===== src/rtl/cic_comb_decimator_if.sv =====
// rtl/cic_comb_decimator_if.sv - sample stream and control bundle for the CIC comb decimator
interface cic_comb_decimator_if #(
   parameter int N  = 16,
   parameter int RW = 8
);
   logic          clr;
   logic          in_valid;
   logic [N-1:0]  data_in;
   logic [RW-1:0] dec_ratio;
   logic [N-1:0]  data_out;
   logic          valid_out;

   modport master (
      output clr,
      output in_valid,
      output data_in,
      output dec_ratio,
      input  data_out,
      input  valid_out
   );

   modport slave (
      input  clr,
      input  in_valid,
      input  data_in,
      input  dec_ratio,
      output data_out,
      output valid_out
   );
endinterface


===== src/rtl/cic_comb_decimator.sv =====
// rtl/cic_comb_decimator.sv - CIC decimator back end: sample-rate reduction followed by a comb cascade
module cic_comb_decimator #(
   parameter int N      = 16,
   parameter int STAGES = 3,
   parameter int RW     = 8
) (
   input  logic                  clk,
   input  logic                  rstb,
   cic_comb_decimator_if.slave   bus
);
   logic [RW-1:0] cnt;
   logic [RW-1:0] reff_m1;
   logic          capture;

   // c[0] is the decimated sample; c[i], d[i-1], v[i] belong to comb stage i
   logic [N-1:0]  c [0:STAGES];
   logic [N-1:0]  d [0:STAGES-1];
   logic [STAGES:0] v;

   always_comb begin
      reff_m1 = '0;
      if (bus.dec_ratio >= RW'(2)) begin
         reff_m1 = bus.dec_ratio - 1'b1;
      end
      capture = bus.in_valid && (cnt >= reff_m1);
   end

   always_ff @(posedge clk) begin
      if (!rstb || bus.clr) begin
         cnt <= '0;
         v   <= '0;
         for (int i = 0; i <= STAGES; i++) begin
            c[i] <= '0;
         end
         for (int i = 0; i < STAGES; i++) begin
            d[i] <= '0;
         end
      end else begin
         v[0] <= 1'b0;
         if (capture) begin
            c[0] <= bus.data_in;
            v[0] <= 1'b1;
            cnt  <= '0;
         end else if (bus.in_valid) begin
            cnt <= cnt + 1'b1;
         end
         // Differences wrap modulo 2^N; the integrator growth relies on it
         for (int i = 1; i <= STAGES; i++) begin
            if (v[i-1]) begin
               c[i]   <= c[i-1] - d[i-1];
               d[i-1] <= c[i-1];
               v[i]   <= 1'b1;
            end else begin
               v[i]   <= 1'b0;
            end
         end
      end
   end

   assign bus.data_out  = c[STAGES];
   assign bus.valid_out = v[STAGES];
endmodule

===== src/flat_wrapper.sv =====
// flat-port wrapper written by rule: the top's interface ports become plain ports
module cic_comb_decimator_flat 
#(
   parameter int N      = 16,
   parameter int STAGES = 3,
   parameter int RW     = 8
)
  (clk, rstb, bus_clr, bus_in_valid, bus_data_in, bus_dec_ratio, bus_data_out, bus_valid_out);
  cic_comb_decimator_if #(.N(N), .RW(RW)) bus_i ();
  input  logic clk;
  input  logic rstb;
  input wire logic [$bits(bus_i.clr)-1:0] bus_clr;
  input wire logic [$bits(bus_i.in_valid)-1:0] bus_in_valid;
  input wire logic [$bits(bus_i.data_in)-1:0] bus_data_in;
  input wire logic [$bits(bus_i.dec_ratio)-1:0] bus_dec_ratio;
  output wire logic [$bits(bus_i.data_out)-1:0] bus_data_out;
  output wire logic [$bits(bus_i.valid_out)-1:0] bus_valid_out;
  assign bus_i.clr = bus_clr;
  assign bus_i.in_valid = bus_in_valid;
  assign bus_i.data_in = bus_data_in;
  assign bus_i.dec_ratio = bus_dec_ratio;
  assign bus_data_out = bus_i.data_out;
  assign bus_valid_out = bus_i.valid_out;
  cic_comb_decimator #(.N(N), .STAGES(STAGES), .RW(RW)) u_core (.clk(clk), .rstb(rstb), .bus(bus_i));
endmodule

===== config.mk =====
export PLATFORM = sky130hd
export DESIGN_NAME = cic_comb_decimator_flat
export DESIGN_NICKNAME = d
export VERILOG_FILES = /design/src/rtl/cic_comb_decimator_if.sv /design/src/rtl/cic_comb_decimator.sv /design/src/flat_wrapper.sv
export SDC_FILE = /design/constraint.sdc
export NUM_CORES = 1
export LEC_CHECK = 0
export CAP_MARGIN = 0
export CORE_UTILIZATION = 60
export DETAILED_ROUTE_END_ITERATION = 8
export PLACE_DENSITY = 0.92
export SYNTH_ARGS = -nofsm -noshare
export SYNTH_HDL_FRONTEND = slang
export SYNTH_SLANG_ARGS = --single-unit

===== constraint.sdc =====
create_clock -name clk -period 4.5 [get_ports clk]
set_input_delay 0.9 -clock clk [delete_from_list [all_inputs] [get_ports clk]]
set_output_delay 0.9 -clock clk [all_outputs]
set_load 0.005 [all_outputs]

==> results of run 1 <==
==> metrics by stage <==
stage | hold WS [ns] | total power (uW) | area (um^2) | utilization, %
after CTS | 0.535 | 2960 | 8270 | 72.1
after global routing | 0.558 | 3060 | 8270 | 72.1
final | 0.533 | 2950 | 8270 | 72.1
after floorplan | 0.480 | 1600 | 7120 | -
after global placement | 0.493 | 1670 | 7720 | 67.3
after detailed placement | 0.526 | 1700 | 7720 | 67.3
==> sequential cells by signal, summed over array words and instances (netlist names) <==
signal	cells
u_core.c	64
u_core.d	48
u_core.cnt	8
u_core.v	4
==> path summary, 6_finish.rpt <==
kind	startpoint	to	cells past startpoint
max	bus_dec_ratio[4]	u_core.c[0][3]$_SDFFCE_PN0P_	13
min	u_core.cnt[0]$_SDFFE_PP0P_	u_core.cnt[0]$_SDFFE_PP0P_	2
max reg2reg	u_core.c[2][0]$_SDFFCE_PN0P_	u_core.c[3][14]$_SDFFCE_PN0P_	9
min reg2reg	u_core.cnt[0]$_SDFFE_PP0P_	u_core.cnt[0]$_SDFFE_PP0P_	2
==> layer usage <==
layer / vias to the layer above / part of all wire (%) / wire, um / track usage (%)
li1: 2529 / - / - / -
met1: 2442 / 40 / 5480 / 25.6
met2: 178 / 53 / 7250 / 44.2
met3: 37 / 4.6 / 629 / 5.25
met4: 0 / 2.3 / 312 / 10.0
met5: - / 0 / 0 / 0
==> where the power goes <==
group | leakage [uW] | switching, uW | internal (uW)
sequential | 0.00134 | 19.2 | 1300
clock | 0.000258 | 515 | 754
combinational | 0.00185 | 211 | 161
==> critical path: stages <==
cell and delay (ns):
clkdlybuf4s50_1 0.46, or3_1 0.41, or3_1 0.34, or4_1 0.45
and2_4 0.18, ha_1 0.25, nand2b_1 0.14, a21oi_1 0.15
o21ai_0 0.14, a21oi_1 0.26, nor2b_1 0.11, buf_4 0.20
and3_1 0.21
==> cells in the mapped netlist (4+ instances only) <==
| master | count |
|---|---|
| a211o_1 | 6 |
| a211oi_1 | 6 |
| a21o_1 | 7 |
| a21oi_1 | 42 |
| a311oi_1 | 4 |
| a31oi_1 | 11 |
| and2_1 | 46 |
| and3_1 | 22 |
| clkbuf_1 | 20 |
| dfxtp_1 | 12 |
| edfxtp_1 | 112 |
| ha_1 | 56 |
| inv_1 | 59 |
| nand2_1 | 46 |
| nand2b_1 | 20 |
| nand3_1 | 14 |
| nand3b_1 | 5 |
| nand4_1 | 8 |
| nor2_1 | 56 |
| nor2b_1 | 12 |
| nor3_1 | 17 |
| o211ai_1 | 8 |
| o21ai_0 | 20 |
| xnor2_1 | 15 |
| xor2_1 | 25 |
==> layout make-up <==
| type | count | share of cell area (%) |
|---|---|---|
| sequential | 124 | 43.6 |
| timing repair buffer | 52 | 6.05 |
| clock inverter | 15 | 1.53 |
| tap | 143 | 2.16 |
| multi-input combinational | 477 | 38.9 |
| clock buffer | 17 | 5.14 |
| inverter | 59 | 2.68 |
==> kinds of logic after synthesis <==
| kind of cell | count (synthesis) | share of synthesized area (%) |
|---|---|---|
| and+or+nand+nor | 258 | 18.9 |
| DFF | 124 | 50.6 |
| AOI/OAI and AO/OA | 118 | 10.3 |
| buffers and inverters | 80 | 4.24 |
| adders and majority gates | 59 | 10.7 |
| xor gates and xnor gates | 40 | 4.92 |
| muxes | 2 | 0.299 |
==> results.toml, run 1 <==
[status]
status = "finished clean"

[synthesis]
yosysTopAreaCell = "edfxtp_1"
ys_seq_area_share_pct = 50.6
ys_ff_latch = 124
synth-edff-count = 112
async_reset_ff_share_pct = 0
avgSynthCellArea_um2 = 10.5
netlist_area_um2 = 7120
ys_types = 44
syn_inst = 681
syn_nets = 768
synth_ff_type = "edfxtp_1"
synthTopCellsByArea = "edfxtp_1, ha_1, and2_1, dfxtp_1, inv_1"
synth_top_cell_area_share_pct = 47.2
yosysWarnings = 0

[global_route]
grt_pass1_wl_mm = 23.4
grt_max_degree = 30
grt_antenna_before_repair = 0
grt_pass1_vias = 5331
grt_util_all_layers_pct = 23.7
gr-total-overflow = 0

[timing]
worst_slack_ns = 0.461
tns_ns = 0
timing.final.max_slew_violations = 0
clock-skew-final_ns = 0.00678
setup_viol = 0
max_freq_mhz = 248
tightest_slew_ns = 0.792
slew_headroom_pct = 47.2
rsz0062_at_grt = "no"
period_minus_slack_ns = 4.04
post-route-period-util_pct = 89.8
finalHoldViolations = 0

[cts]
cts_htree_levels = 4
clk_pin_slew_ns = 0.06
cts_resized = 0
cts_setup_buffers = 0
clockRootBuffer = "clkbuf_16"
ctsHoldBuffers = 0
cts_tree = "done"
clk_latency_ns = 0.42
cts.sink_count = 124
clockBufferDepth = 2
cts_made_buffers = 17

[critical_path]
worstPathRequired_ns = 4.67
worstPathArrival_ns = 4.21
r2r_slack_ns = 1.89
cp_max_fo = 20
start_kind = "primary input"
worst_setup_path_end_kind = "register"
critPathKind = "primary input to register"

[drt]
vias = 5186
drtPass1Iterations = 5
drc = 0
via_per_inst = 5.85
postRouteWirelength_mm = 13.7
wl_per_cell_um = 15.4
ant_nets = 0
drt_iter0_markers = 397

[cells_and_area]
drive_above_1_share_pct = 5.91
fillers = 754
multiInputGateArea_um2 = 3220
area_growth_pct = 16.2
layout_commonest_cell = "edfxtp_1"
final_cell_mix = "edfxtp_1, inv_1, nor2_1, ha_1"
layout.cells.non_filler = 887
finalNetCount = 818
diodes = 0
seqCellArea_um2 = 3600

[placed_design]
place_ws_ns = 0.0803
place_hpwl_mm = 9.51
gp_congestion = 0.900
place_inst = 855
port_buffers = 44

[floorplanning]
rows = 39
start_util_pct = 62.1
ios = 45
die_area_um2 = 12300
die_h_um = 111
die_w_um = 111
coreArea_um2 = 11500

[pwr]
cellLeakagePower_uw = 0.00346
power.density_nw_per_um2 = 357
ir_drop_uv = 261

[job]
max_cap_violations = 0

[worst_hold_path]
hp-class = "register to register"
(Power assumes the default switching activity.)
==> run 2, diff against run 1 <==
--- a/config.mk
+++ b/config.mk
@@ -8,6 +8,7 @@
 export CAP_MARGIN = 0
 export CORE_UTILIZATION = 60
 export DETAILED_ROUTE_END_ITERATION = 8
+export MAX_ROUTING_LAYER = met4
 export PLACE_DENSITY = 0.92
 export SYNTH_ARGS = -nofsm -noshare
 export SYNTH_HDL_FRONTEND = slang
==> results.toml, run 2 (synthesized netlist as in run 1, its figures left out) <==
[floorplanning]
ios = 45
die_h_um = 111
die_w_um = 111
start_util_pct = 62.1
die_area_um2 = 12300
coreArea_um2 = 11500
rows = 39

[placed_design]
gp_congestion = 0.906
port_buffers = 44
place_hpwl_mm = 9.73
place_inst = 855
place_ws_ns = -0.106

[cells_and_area]
drive_above_1_share_pct = 6.05
diodes = 0
top_register = "u_core.c"
layout_commonest_cell = "edfxtp_1"
final_cell_mix = "edfxtp_1, inv_1, nor2_1, ha_1"
finalNetCount = 818
area_growth_pct = 17.1
layout.cells.non_filler = 887
fillers = 745
reg_top3 = "u_core.c x64, u_core.d x48, u_core.cnt x8"
largest_reg_flops = 64

[drt]
wl_met2_mm = 7.47
drc = 0
drtPass1Iterations = 4
drt-met1-wl_mm = 5.45
met3_length_um = 552
vias = 5185
ant_nets = 0
dr.max_layer_used = "met4"
wl_per_cell_um = 15.5
postRouteWirelength_mm = 13.7
drt_iter0_markers = 278
via_per_inst = 5.85

[critical_path]
crit_buf_inv = 2
worstPathArrival_ns = 4.35
cp_slowest_stage_delay_ns = 0.47
worst_setup_path_end_kind = "register"
cp_max_fo = 16
slowest_stage = "clkdlybuf4s50_1"
cp_cell_sequence = "clkdlybuf4s50_1, or3_1, or3_1, or4_1, and2_4, ha_1, nand2b_1, a21oi_1, o21ai_0, a21oi_1, nor2b_1, nand2b_1, buf_4"
path_delay_family = "simple AND/OR/NAND/NOR gates"
critPathKind = "primary input to register"
start_kind = "primary input"
worstPathRequired_ns = 4.61

[timing]
rsz0062_at_grt = "no"
clock-skew-final_ns = 0.00650
slew_headroom_pct = 49.2
tns_ns = 0
tightest_slew_ns = 0.762
worst_slack_ns = 0.266
max_freq_mhz = 236
post-route-period-util_pct = 94.1
setup_viol = 0
period_minus_slack_ns = 4.23
finalHoldViolations = 0
timing.final.max_slew_violations = 0

[status]
status = "finished clean"

[cts]
clockBufferDepth = 2
cts_resized = 0
ctsHoldBuffers = 0
cts_made_buffers = 17
cts.sink_count = 124
clockRootBuffer = "clkbuf_16"
cts_htree_levels = 4
cts_tree = "done"
clk_pin_slew_ns = 0.06
cts_setup_buffers = 0
clk_latency_ns = 0.42

[pwr]
power.density_nw_per_um2 = 371
ir_drop_uv = 278
power.total_uw = 3090
cellLeakagePower_uw = 0.00349

[global_route]
gr-total-overflow = 0
grt_pass1_vias = 5138
grt_antenna_before_repair = 0
grt_pass1_wl_mm = 23.3
grt_util_all_layers_pct = 24.3
grt_max_degree = 30

[worst_hold_path]
hp-class = "register to register"

[job]
max_cap_violations = 0
[run 2: where the power goes]
group	switching [uW]	total, uW	internal (uW)
Sequential	19.1	1310	1290
Clock	529	1410	880
Combinational	211	372	161
[run 2: metal layers]
metal	vias up	track usage [%]
li1	2523	-
met1	2489	26.2
met2	143	44.1
met3	30	4.92
met4	0	8.53
met5	-	-
[run 2: path summary, 6_finish.rpt]
kind | from | to | slack [ns] | depth (start not counted)
setup / recovery | bus_dec_ratio[4] | u_core.c[0][3]$_SDFFCE_PN0P_ | 0.27 | 13
hold / removal | u_core.cnt[0]$_SDFFE_PP0P_ | u_core.cnt[0]$_SDFFE_PP0P_ | 0.54 | 2
setup reg to reg | u_core.c[2][0]$_SDFFCE_PN0P_ | u_core.c[3][14]$_SDFFCE_PN0P_ | 1.87 | 9
hold reg to reg | u_core.cnt[0]$_SDFFE_PP0P_ | u_core.cnt[0]$_SDFFE_PP0P_ | 0.54 | 2
[run 2: cell type report]
class / count / area, um^2 / share of cell area, %
clock buffer: 17 / 425 / 5.11
clock inverter: 15 / 188 / 2.25
inverter: 59 / 221 / 2.66
multi-input combinational: 477 / 3220 / 38.6
sequential: 124 / 3600 / 43.2
tap: 143 / 179 / 2.15
timing repair buffer: 52 / 500 / 6.01
[run 2: per-stage QoR]
stage	cell area [um^2]	hold slack, ns	utilization (%)
after floorplan	7120	0.480	-
after global placement	7720	0.492	67.3
after detailed placement	7720	0.509	67.3
after CTS	8330	0.537	72.7
after global routing	8330	0.576	72.7
final	8330	0.539	72.7
[run 2: tightest hold or removal path: stages (launching register included)]
cell and delay (ns):
dfxtp_1 0.34, nand2b_1 0.08, a21oi_1 0.07
